===== src/rtl/instr_encoder.sv =====
// rtl/instr_encoder.sv - packs instruction fields into ISA words and streams them with sequential imem addresses
module instr_encoder #(
    parameter int DEPTH = 4,
    parameter int ADDR_WIDTH = 12,
    parameter logic [ADDR_WIDTH-1:0] BASE_ADDR = '0
) (
    input  logic                  clock,
    input  logic                  reset,
    input  logic                  start,
    input  logic                  in_valid,
    output logic                  in_ready,
    input  logic                  in_last,
    input  logic [4:0]            opcode,
    input  logic [4:0]            rd,
    input  logic [4:0]            rs,
    input  logic [4:0]            rt,
    input  logic [4:0]            shamt,
    input  logic [4:0]            aluop,
    input  logic [31:0]           imm,
    input  logic [31:0]           target,
    output logic                  out_valid,
    input  logic                  out_ready,
    output logic [31:0]           out_instr,
    output logic [ADDR_WIDTH-1:0] out_addr,
    output logic                  busy,
    output logic                  done,
    output logic                  err_opcode,
    output logic                  err_range
);
    localparam int PW = $clog2(DEPTH);

    typedef enum logic [1:0] {IDLE, RUN, DRAIN} state_t;

    state_t                state;
    logic [31:0]           mem [DEPTH];
    logic [PW-1:0]         wr_ptr;
    logic [PW-1:0]         rd_ptr;
    logic [PW:0]           count;
    logic [PW:0]           count_nxt;
    logic [ADDR_WIDTH-1:0] addr;
    logic [31:0]           word;
    logic                  bad_op;
    logic                  bad_range;
    logic                  full;
    logic                  push;
    logic                  pop;

    always_comb begin
        word      = '0;
        bad_op    = 1'b0;
        bad_range = 1'b0;
        case (opcode)
            5'b00000: word = {opcode, rd, rs, rt, shamt, aluop, 2'b00};
            5'b00010, 5'b00101, 5'b00110, 5'b00111, 5'b01000, 5'b10000: begin
                word      = {opcode, rd, rs, imm[16:0]};
                bad_range = !((&imm[31:16]) || !(|imm[31:16]));
            end
            5'b00001, 5'b00011: begin
                word      = {opcode, target[26:0]};
                bad_range = |target[31:27];
            end
            5'b10101, 5'b10110: begin
                word      = {opcode, target[26:0]};
                bad_range = !((&target[31:26]) || !(|target[31:26]));
            end
            5'b00100: word = {opcode, rd, 22'b0};
            default:  bad_op = 1'b1;
        endcase
    end

    // A full FIFO blocks acceptance even if the head is leaving this cycle.
    assign full      = (count == (PW+1)'(DEPTH));
    assign in_ready  = (state == RUN) && !full;
    assign push      = in_valid && in_ready;
    assign out_valid = (count != '0);
    assign pop       = out_valid && out_ready;
    assign out_instr = out_valid ? mem[rd_ptr] : '0;
    assign out_addr  = out_valid ? addr : '0;
    assign busy      = (state != IDLE);

    always_comb begin
        count_nxt = count;
        if (push && !pop)
            count_nxt = count + 1'b1;
        else if (pop && !push)
            count_nxt = count - 1'b1;
    end

    always_ff @(posedge clock) begin
        if (push)
            mem[wr_ptr] <= word;
    end

    always_ff @(posedge clock) begin
        if (reset) begin
            state      <= IDLE;
            wr_ptr     <= '0;
            rd_ptr     <= '0;
            count      <= '0;
            addr       <= BASE_ADDR;
            done       <= 1'b0;
            err_opcode <= 1'b0;
            err_range  <= 1'b0;
        end else begin
            done  <= 1'b0;
            count <= count_nxt;
            if (push)
                wr_ptr <= wr_ptr + 1'b1;
            if (pop) begin
                rd_ptr <= rd_ptr + 1'b1;
                addr   <= addr + 1'b1;
            end
            case (state)
                IDLE: begin
                    if (start) begin
                        state      <= RUN;
                        addr       <= BASE_ADDR;
                        err_opcode <= 1'b0;
                        err_range  <= 1'b0;
                    end
                end
                RUN: begin
                    if (push) begin
                        err_opcode <= err_opcode | bad_op;
                        err_range  <= err_range | bad_range;
                        if (in_last)
                            state <= DRAIN;
                    end
                end
                DRAIN: begin
                    // Pulse done as soon as the last word has left.
                    if (count_nxt == '0) begin
                        done  <= 1'b1;
                        state <= IDLE;
                    end
                end
                default: state <= IDLE;
            endcase
        end
    end
endmodule


===== config.mk =====
export PLATFORM = sky130hd
export DESIGN_NAME = instr_encoder
export DESIGN_NICKNAME = d
export VERILOG_FILES = /design/src/rtl/instr_encoder.sv
export SDC_FILE = /design/constraint.sdc
export NUM_CORES = 1
export LEC_CHECK = 0
export BUFFER_PORTS_ARGS = -buffer_cell sky130_fd_sc_hd__buf_2
export CORE_ASPECT_RATIO = 0.7
export CORE_MARGIN = 1
export CORE_UTILIZATION = 39
export CTS_BUF_LIST = sky130_fd_sc_hd__clkbuf_4
export CTS_CLUSTER_SIZE = 28
export DETAILED_ROUTE_END_ITERATION = 8
export PLACE_DENSITY = 0.58
export SYNTH_ARGS = -nofsm -noshare
export SYNTH_HDL_FRONTEND = slang
export SYNTH_SLANG_ARGS = --single-unit

===== constraint.sdc =====
create_clock -name clock -period 2.8 [get_ports clock]
set_input_delay 0.56 -clock clock [delete_from_list [all_inputs] [get_ports clock]]
set_output_delay 0.56 -clock clock [all_outputs]
set_load 0.005 [all_outputs]

* After elaboration in Yosys (flattened, before gate mapping)
Memories as Yosys holds them, arrays and structs flattened. A register that Yosys moved wholly into a read port is not among the register bits.
Cells that the tools add are included.
** Storage, ports and cells
- Input port bits :: 100
- Bits in registers :: 24
- Logic and storage cells :: 93
- Memories :: 1
- Output and inout port bits :: 50
- Memory bits (writable) :: 128
** Cells by class
- Multiplexer cells :: 25
- Add/sub/neg operators :: 5
- Equal/unequal tests :: 18
- Reduce and logical (&&, ||, !) cells :: 33
- Bitwise operators :: 3
** Memory list
- mem :: depth 4, width 32, read ports 1, clocked after memory_dff 1, wr ports 1, RTL line 35 : logic [31:0] mem [DEPTH];
** Operators by type and width (number)
- case mux 32 bit (4 select lines) :: 1
- two-way mux 12 bit :: 4
- two-way mux 32 bit :: 1
- == test 5 x 3 -> 1 bit (second input constant) :: 4
- AND reduction 16 bit :: 1
- OR reduction 16 bit :: 1
- == test 5 bit (second input constant) :: 3
- adder 12 x 1 -> 12 bit (second input constant) :: 1
- two-way mux 2 bit :: 6
- OR reduction 12 bit :: 1
- OR reduction 6 bit :: 2
- == test 5 x 2 -> 1 bit (second input constant) :: 2
- != test 2 bit (second input constant) :: 4
- zero test 1 bit :: 7
- two-way mux 1 bit :: 7
- two-way mux 3 bit :: 2
- case mux 2 bit (3 select lines) :: 1
- AND reduction 6 bit :: 1
- OR reduction 2 bit :: 3
- == test 5 x 1 -> 1 bit (second input constant) :: 1
- == test 5 x 4 -> 1 bit (second input constant) :: 1
- logical AND 1 bit :: 5
- zero test 5 bit :: 1
- OR reduction 5 bit :: 1
- other kinds (18) :: 23

* Logic depth before layout (Yosys ltp)
Gate-level depths: netlist of the first run.
- Depth after elaboration :: 11
- Depth in mapped cells :: 10
- Depth with buffers taken out :: 8

* Least setup slack after synthesis of the first run
OpenSTA, ideal clock, no wires.
- Kind :: reg2reg
- Start :: reg count[1]
- End :: mem mem[0][0] (enable)
- Data arrival time :: 1.806 ns
- Stages on the path, launching flop included :: 6
- Library setup time :: 0.392 ns
- Path slack :: 0.602 ns
- Path buffers :: 1
- Data required time :: 2.408 ns
- Period minus slack after synthesis :: 2.198 ns
- Cells stage by stage :: dfxtp_1 inv_1 ha_1 buf_6 nand2_1 and3_1
** On the way
- Cells in the longest elaborated chain, start to end :: 6
** RTL lines
- start, declared :: RTL line 38 : logic [PW:0] count;
- start signal, assigned :: RTL line 106 : count <= count_nxt;
- == test 3 bit :: RTL line 72 : assign full = (count == (PW+1)'(DEPTH));
- zero test 1 bit :: RTL line 73 : assign in_ready = (state == RUN) && !full;
- logical AND 1 bit :: RTL line 73
- logical AND 1 bit :: RTL line 74 : assign push = in_valid && in_ready;
- two-way mux 1 bit :: RTL line 90 : if (push)
- two-way mux 1 bit (not written as such) :: RTL line 91 : mem[wr_ptr] <= word;
- end, declared :: RTL line 35
Every way passes these cells.

* Final worst setup path of the first run
- Start :: reg count[0]
- End :: out out_instr[0]
** On the way
- Cells in the longest elaborated chain, start to end :: 2
** RTL lines
- nonzero test 3 bit :: RTL line 75 : assign out_valid = (count != '0);
- two-way mux 32 bit :: RTL line 77 : assign out_instr = out_valid ? mem[rd_ptr] : '0;
- end, declared :: RTL line 23 : output logic [31:0] out_instr,
Every way passes these cells.

==> flow_summary.yaml, run 1 <==
floorplanning:
  ios: 150
  fp.dieH_um: 114.0
  row_count: 40
  dieArea_mm2: 0.01847
  coreArea_mm2: 0.01737
  start_util_pct: 40.25
  die_w_um: 162.0
setup_path:
  path_buf_inv: 4
  critical_path_depth: 7
  path_max_fanout: 24
  max_stage_delay_ns: 0.42
  crit_chain: "inv_1 -> ha_4 -> nor2b_4 -> buf_12 -> inv_6 -> and2_1 -> buf_2"
  crit_family: "buffers and inverters"
  r2r_end: "done"
  reg2reg_from: "count[0]"
  cp-startpoint: "count[0]"
  regToRegSetupSlack_ns: 0.64
  slowest_stage: "dfxtp_1"
  crit_type: "reg -> out"
  crit_end: "out_instr[0]"
  arrival_ns: 2.09
  required_ns: 2.24
  reg2reg_depth: 9
  cp-start-kind: "flop"
  cp-end-kind: "primary output"
placed_design:
  gp_congestion: 0.8135
  port_buffers: 149
  hpwl_um: 10920
  dp_cells: 842
pwr:
  p_per_area_mw_per_mm2: 726.5
  power_mw: 6.048
  leakage_nw: 3.183
  ir_worst_vdd_uv: 302.9
drt:
  dr_wl_met3_um: 1053
  drc_errors: 0
  viasPerCell: 5.267
  dr.first_iter.drc_count: 424
  drtAntennaViolNets: 0
  avgRoutedWirePerCell_um: 18.74
  drtPass1Iterations: 6
  highest_layer: "met4"
  vias: 4619
  routed_wl_um: 16440
  routed-wl-met2_um: 7275
  met1Wirelength_um: 8003
timing:
  finalCriticalPeriod_ns: 2.648
  tightestPinTransition_ns: 1.150
  final.setup.tns_ns: 0
  rsz0062_at_grt: "false"
  setup_violations: 0
  drv_slew: 0
  max_freq_mhz: 377.7
  hold_viol_final: 0
  clock_skew_ns: 0.02426
  relSlewSlack_pct: 23.13
  finalCritPeriodShare_pct: 94.56
synth:
  ys_types: 57
  synthFlopType: "edfxtp_1"
  syn_area_per_cell_um2: 14.75
  synth_area_mm2: 0.006990
  netlist_instances: 474
  yosys_register_bits: 154
  synthTopCellsByArea: "edfxtp_1 (55%), mux4_2 (10%), dfxtp_1 (7.4%), and2_1 (3.8%), a222oi_1 (2.1%)"
  async_flop_share_pct: 0
  synth.top_cell.area_share_pct: 54.98
  synth_warnings: 0
  synth_top_cell_by_area: "edfxtp_1"
  ys_seq_area_share_pct: 62.43
  synth_nets: 582
  synth_enable_flop_cells: 128
clock_network:
  cts_buffer_depth: 2
  clk_pin_slew_ns: 0.13
  clock-sinks: 154
  clk_latency_ns: 0.54
  cts_tree: "yes"
  root_buffer: "clkbuf_4"
  numCtsBuffers: 17
  cts.htree.levels: 4
cells_and_area:
  instances_no_fill: 877
  final_common_cell: "buf_2"
  syn_to_final_growth_pct: 19.10
  antenna_cells: 0
  layout_common_cells: "buf_2 (149), edfxtp_1 (128), and2_1 (43)"
  nets: 741
  drive_above_1_share_pct: 38.70
global_routing:
  grt_use_total_pct: 17.97
  gr-total-overflow: 0
  grt_pass1_vias: 4545
  grt_pass1_wl_um: 24800
  grt_max_degree: 50
  antenna_found_initial: 0
outcome:
  status: "finished, final reports clean"
min_path:
  holdPathStages: 3
  hp-class: "in -> reg"
job:
  max_cap_violations: 0
==> cell type report <==
type / count / area [um2]
clock buffers: 18 / 135.1
clock inverters: 14 / 116.4
fillers: 1564 / 9041
inverters: 27 / 113.9
multi-input cells: 268 / 2399
flip-flops and latches: 154 / 4368
well taps: 231 / 289.0
repair buffers: 164 / 895.9
repair inverters: 1 / 8.758
==> worst min-delay path by stage <==
stage | from | to | slack [ns]
after CTS | in_last | state[1] | 0.27
final | in_last | state[1] | 0.33
after floorplan | err_opcode | err_opcode | 0.46
after global placement | err_opcode | err_opcode | 0.48
after detailed placement | err_opcode | err_opcode | 0.47
after global routing | in_last | state[1] | 0.31
==> state kept, by name (all words and copies together), names as in the netlist, named ones only <==
signal      count
err_range       1
wr_ptr          2
err_opcode      1
count           3
done            1
state           2
rd_ptr          2
addr           12
mem           128
==> tightest hold or removal path, delay by kind of cell <==
| kind | cells | cell delay, ns |
|---|---|---|
| AOI/OAI and AO/OA | 1 | 0.08 |
| buffers and inverters | 1 | 0.11 |
| and+or+nand+nor | 1 | 0.07 |
==> kinds of logic (layout without fill, tap and decap cells) <==
group / Yosys count / count (layout) / share of synthesized area (%)
xor+xnor: 14 / 14 / 1.754
flops: 154 / 154 / 62.43
simple gates: 148 / 148 / 12.74
mux: 35 / 35 / 10.74
fa+ha+maj: 8 / 8 / 1.432
buf+inv: 52 / 224 / 3.633
compound gates: 63 / 63 / 7.267
==> synthesized netlist by cell type (2+ instances only) <==
| cell | number |
|---|---|
| a211oi_1 | 2 |
| a21o_1 | 2 |
| a21oi_1 | 9 |
| a222oi_1 | 15 |
| a22o_1 | 12 |
| a311oi_1 | 2 |
| a31oi_1 | 3 |
| and2_1 | 43 |
| and3_1 | 5 |
| buf_2 | 9 |
| buf_4 | 4 |
| buf_6 | 4 |
| clkbuf_1 | 7 |
| dfxtp_1 | 26 |
| edfxtp_1 | 128 |
| ha_1 | 8 |
| inv_1 | 26 |
| mux2i_1 | 3 |
| mux4_2 | 32 |
| nand2_1 | 12 |
| nand3_1 | 7 |
| nand4_1 | 10 |
| nand4_4 | 2 |
| nor2_1 | 30 |
| nor2b_1 | 3 |
| nor3_1 | 8 |
| nor3b_1 | 2 |
| nor4_1 | 7 |
| o21ai_0 | 9 |
| o22ai_1 | 2 |
| or3_1 | 4 |
| xnor2_1 | 9 |
| xor2_1 | 5 |
==> per-stage QoR <==
| step | utilization [%] | hold WS, ns | area, um2 | setup WS, ns |
|---|---|---|---|---|
| floorplan | - | 0.4605 | 6990 | 0.6017 |
| global placement | 46.15 | 0.4821 | 8014 | 0.3510 |
| detailed placement | 46.15 | 0.4690 | 8014 | 0.3189 |
| CTS | 47.68 | 0.2740 | 8280 | 0.01997 |
| global route | 47.94 | 0.3086 | 8325 | 0.009129 |
| finish | 47.94 | 0.3262 | 8325 | 0.1523 |
==> routing by layer <==
metal | global-route usage (%) | up-vias
met5 | 0 | -
met4 | 4.780 | 0
met3 | 3.927 | 11
met2 | 27.73 | 186
met1 | 25.74 | 2261
li1 | - | 2161
==> what timing repair did <==
| item | CTS | global route |
|---|---|---|
| gates cloned | 0 | 1 |
| hold buffers | 0 | 0 |
| hold endpoints to repair | 0 | 0 |
| buffers inserted | 1 | 1 |
| resized for setup | 3 | 3 |
| setup endpoints to repair | 43 | 35 |
==> report_power, final <==
| part | leakage [nW] | total [mW] | internal [mW] | switching, mW |
|---|---|---|---|---|
| Sequential | 1.40 | 2.68 | 2.61 | 0.0724 |
| Clock | 0.124 | 1.21 | 0.382 | 0.826 |
| Combinational | 1.66 | 2.16 | 0.991 | 1.16 |
| Total | 3.18 | 6.05 | 3.99 | 2.06 |
Power figures use the tool's default switching activity.
==> inputs of run 2 (changes only) <==
- BUFFER_PORTS_ARGS: -buffer_cell sky130_fd_sc_hd__buf_2 -> -buffer_cell sky130_fd_sc_hd__clkbuf_2
==> flow_summary.yaml, run 2 (same netlist as run 1, synthesis figures left out) <==
pwr:
  ir_worst_vdd_uv: 419.3
  switching_share_pct: 32.30
  switchingPower_mw: 1.994
  p_int_mw: 4.179
  leakage_nw: 3.189
  clkPwrFrac_pct: 23.7
  seq_power_share_pct: 43.5
  p_per_area_mw_per_mm2: 737.7
  p_comb_share_pct: 32.8
clock_network:
  root_buffer: "clkbuf_4"
  cts.htree.levels: 4
  ctsHoldBuffers: 0
  cts_tree: "yes"
  clk_latency_ns: 0.55
  cts_buffer_depth: 2
  clock-sinks: 154
  numCtsBuffers: 17
  clk_pin_slew_ns: 0.13
setup_path:
  max_stage_delay_ns: 0.55
  cp-start-kind: "flop"
  crit_type: "reg -> out"
  required_ns: 2.24
  slowest_stage: "mux4_2"
  path_max_fanout: 15
  arrival_ns: 2.09
  crit_chain: "buf_4 -> mux4_2 -> and2_1 -> clkbuf_2"
  cp-end-kind: "primary output"
global_routing:
  grt_use_total_pct: 18.60
  grt_max_degree: 50
  grt_pass1_wl_um: 25250
  gr-total-overflow: 0
  antenna_found_initial: 0
  grt_pass1_vias: 4568
cells_and_area:
  top_register: "mem"
  syn_to_final_growth_pct: 19.69
  layout_common_cells: "clkbuf_2 (149), edfxtp_1 (128), and2_1 (43)"
  antenna_cells: 0
  nets: 738
  ff_latch_area_mm2: 0.004368
  drive_above_1_share_pct: 38.41
  final_common_cell: "clkbuf_2"
  fill_cells: 1550
  largest_register_ff_count: 128
  reg.largest.list: "mem: 128 flops, addr: 12 flops, count: 3 flops"
  multi_input_area_mm2: 0.002399
drt:
  routed_wl_um: 16490
  drtPass1Iterations: 6
  viasPerCell: 5.342
  vias: 4669
  drc_errors: 0
  dr.first_iter.drc_count: 354
  avgRoutedWirePerCell_um: 18.86
  drtAntennaViolNets: 0
floorplanning:
  ios: 150
  dieArea_mm2: 0.01847
  row_count: 40
  die_w_um: 162.0
  fp.dieH_um: 114.0
  coreArea_mm2: 0.01737
  start_util_pct: 40.25
timing:
  tightestPinTransition_ns: 1.077
  finalCritPeriodShare_pct: 94.73
  setup_slack_ns: 0.1477
  drv_slew: 0
  max_freq_mhz: 377.0
  final.setup.tns_ns: 0
  rsz0062_at_grt: "false"
  finalCriticalPeriod_ns: 2.652
  relSlewSlack_pct: 28.03
  clock_skew_ns: 0.01843
  setup_violations: 0
  hold_viol_final: 0
placed_design:
  gp_congestion: 0.8072
  place_ws_ns: 0.2699
  hpwl_um: 11400
  port_buffers: 149
outcome:
  status: "finished, final reports clean"
job:
  max_cap_violations: 0
min_path:
  hp-class: "in -> reg"
==> run 2: routing by layer <==
layer	wire, um	GRT usage (%)
met4	148	5.597
met3	1119	4.145
met1	7600	25.97
met5	0	0
met2	7618	29.13
==> run 2: repair_timing <==
action                     in CTS  in global routing
setup buffers                   1                  0
setup endpoints to repair      43                 34
gates resized for setup         4                  3
cloned                          0                  0
==> run 2: power groups by stage <==
stage | Combinational (mW) | Sequential, mW | Clock [mW]
detailed placement | 1.99 | 2.73 | 0
global placement | 1.94 | 2.73 | 0
finish | 2.02 | 2.68 | 1.46
floorplan | 1.30 | 2.72 | 0
CTS | 2.05 | 2.68 | 1.51
global route | 2.24 | 2.70 | 1.59
==> run 2: worst max-delay path: cells and delay by family, from the launching register on <==
kind          cells  cell delay (ns)
mux               1             0.55
flops             1             0.36
simple gates      1             0.21
buf+inv           2             0.44
==> run 2: layout make-up <==
cell class	instances	area share, %
flip-flops and latches	154	52.21
multi-input cells	268	28.67
repair buffers	162	10.57
well taps	231	3.454
clock inverters	15	2.213
clock buffers	17	1.525
inverters	27	1.361
==> run 2: metrics by stage <==
stage	instance area, um2	power [mW]	util, %	hold slack [ns]	cells
2_1_floorplan	6990	4.020	-	0.4605	474
5_1_grt	8367	6.534	48.18	0.2687	874
6_report	8367	6.172	48.18	0.2934	874
3_3_place_gp	8019	4.668	46.17	0.4730	841
4_1_cts	8352	6.244	48.09	0.2282	874
3_5_place_dp	8019	4.720	46.17	0.4763	841
==> run 2: final timing paths <==
path,start,end,slack [ns],depth (start not counted)
max,flop,out_instr[26],0.15,4
min,in_last,state[1],0.29,3
max reg2reg,count[0],mem[1][30],0.68,5
min reg2reg,err_opcode,err_opcode,0.51,2
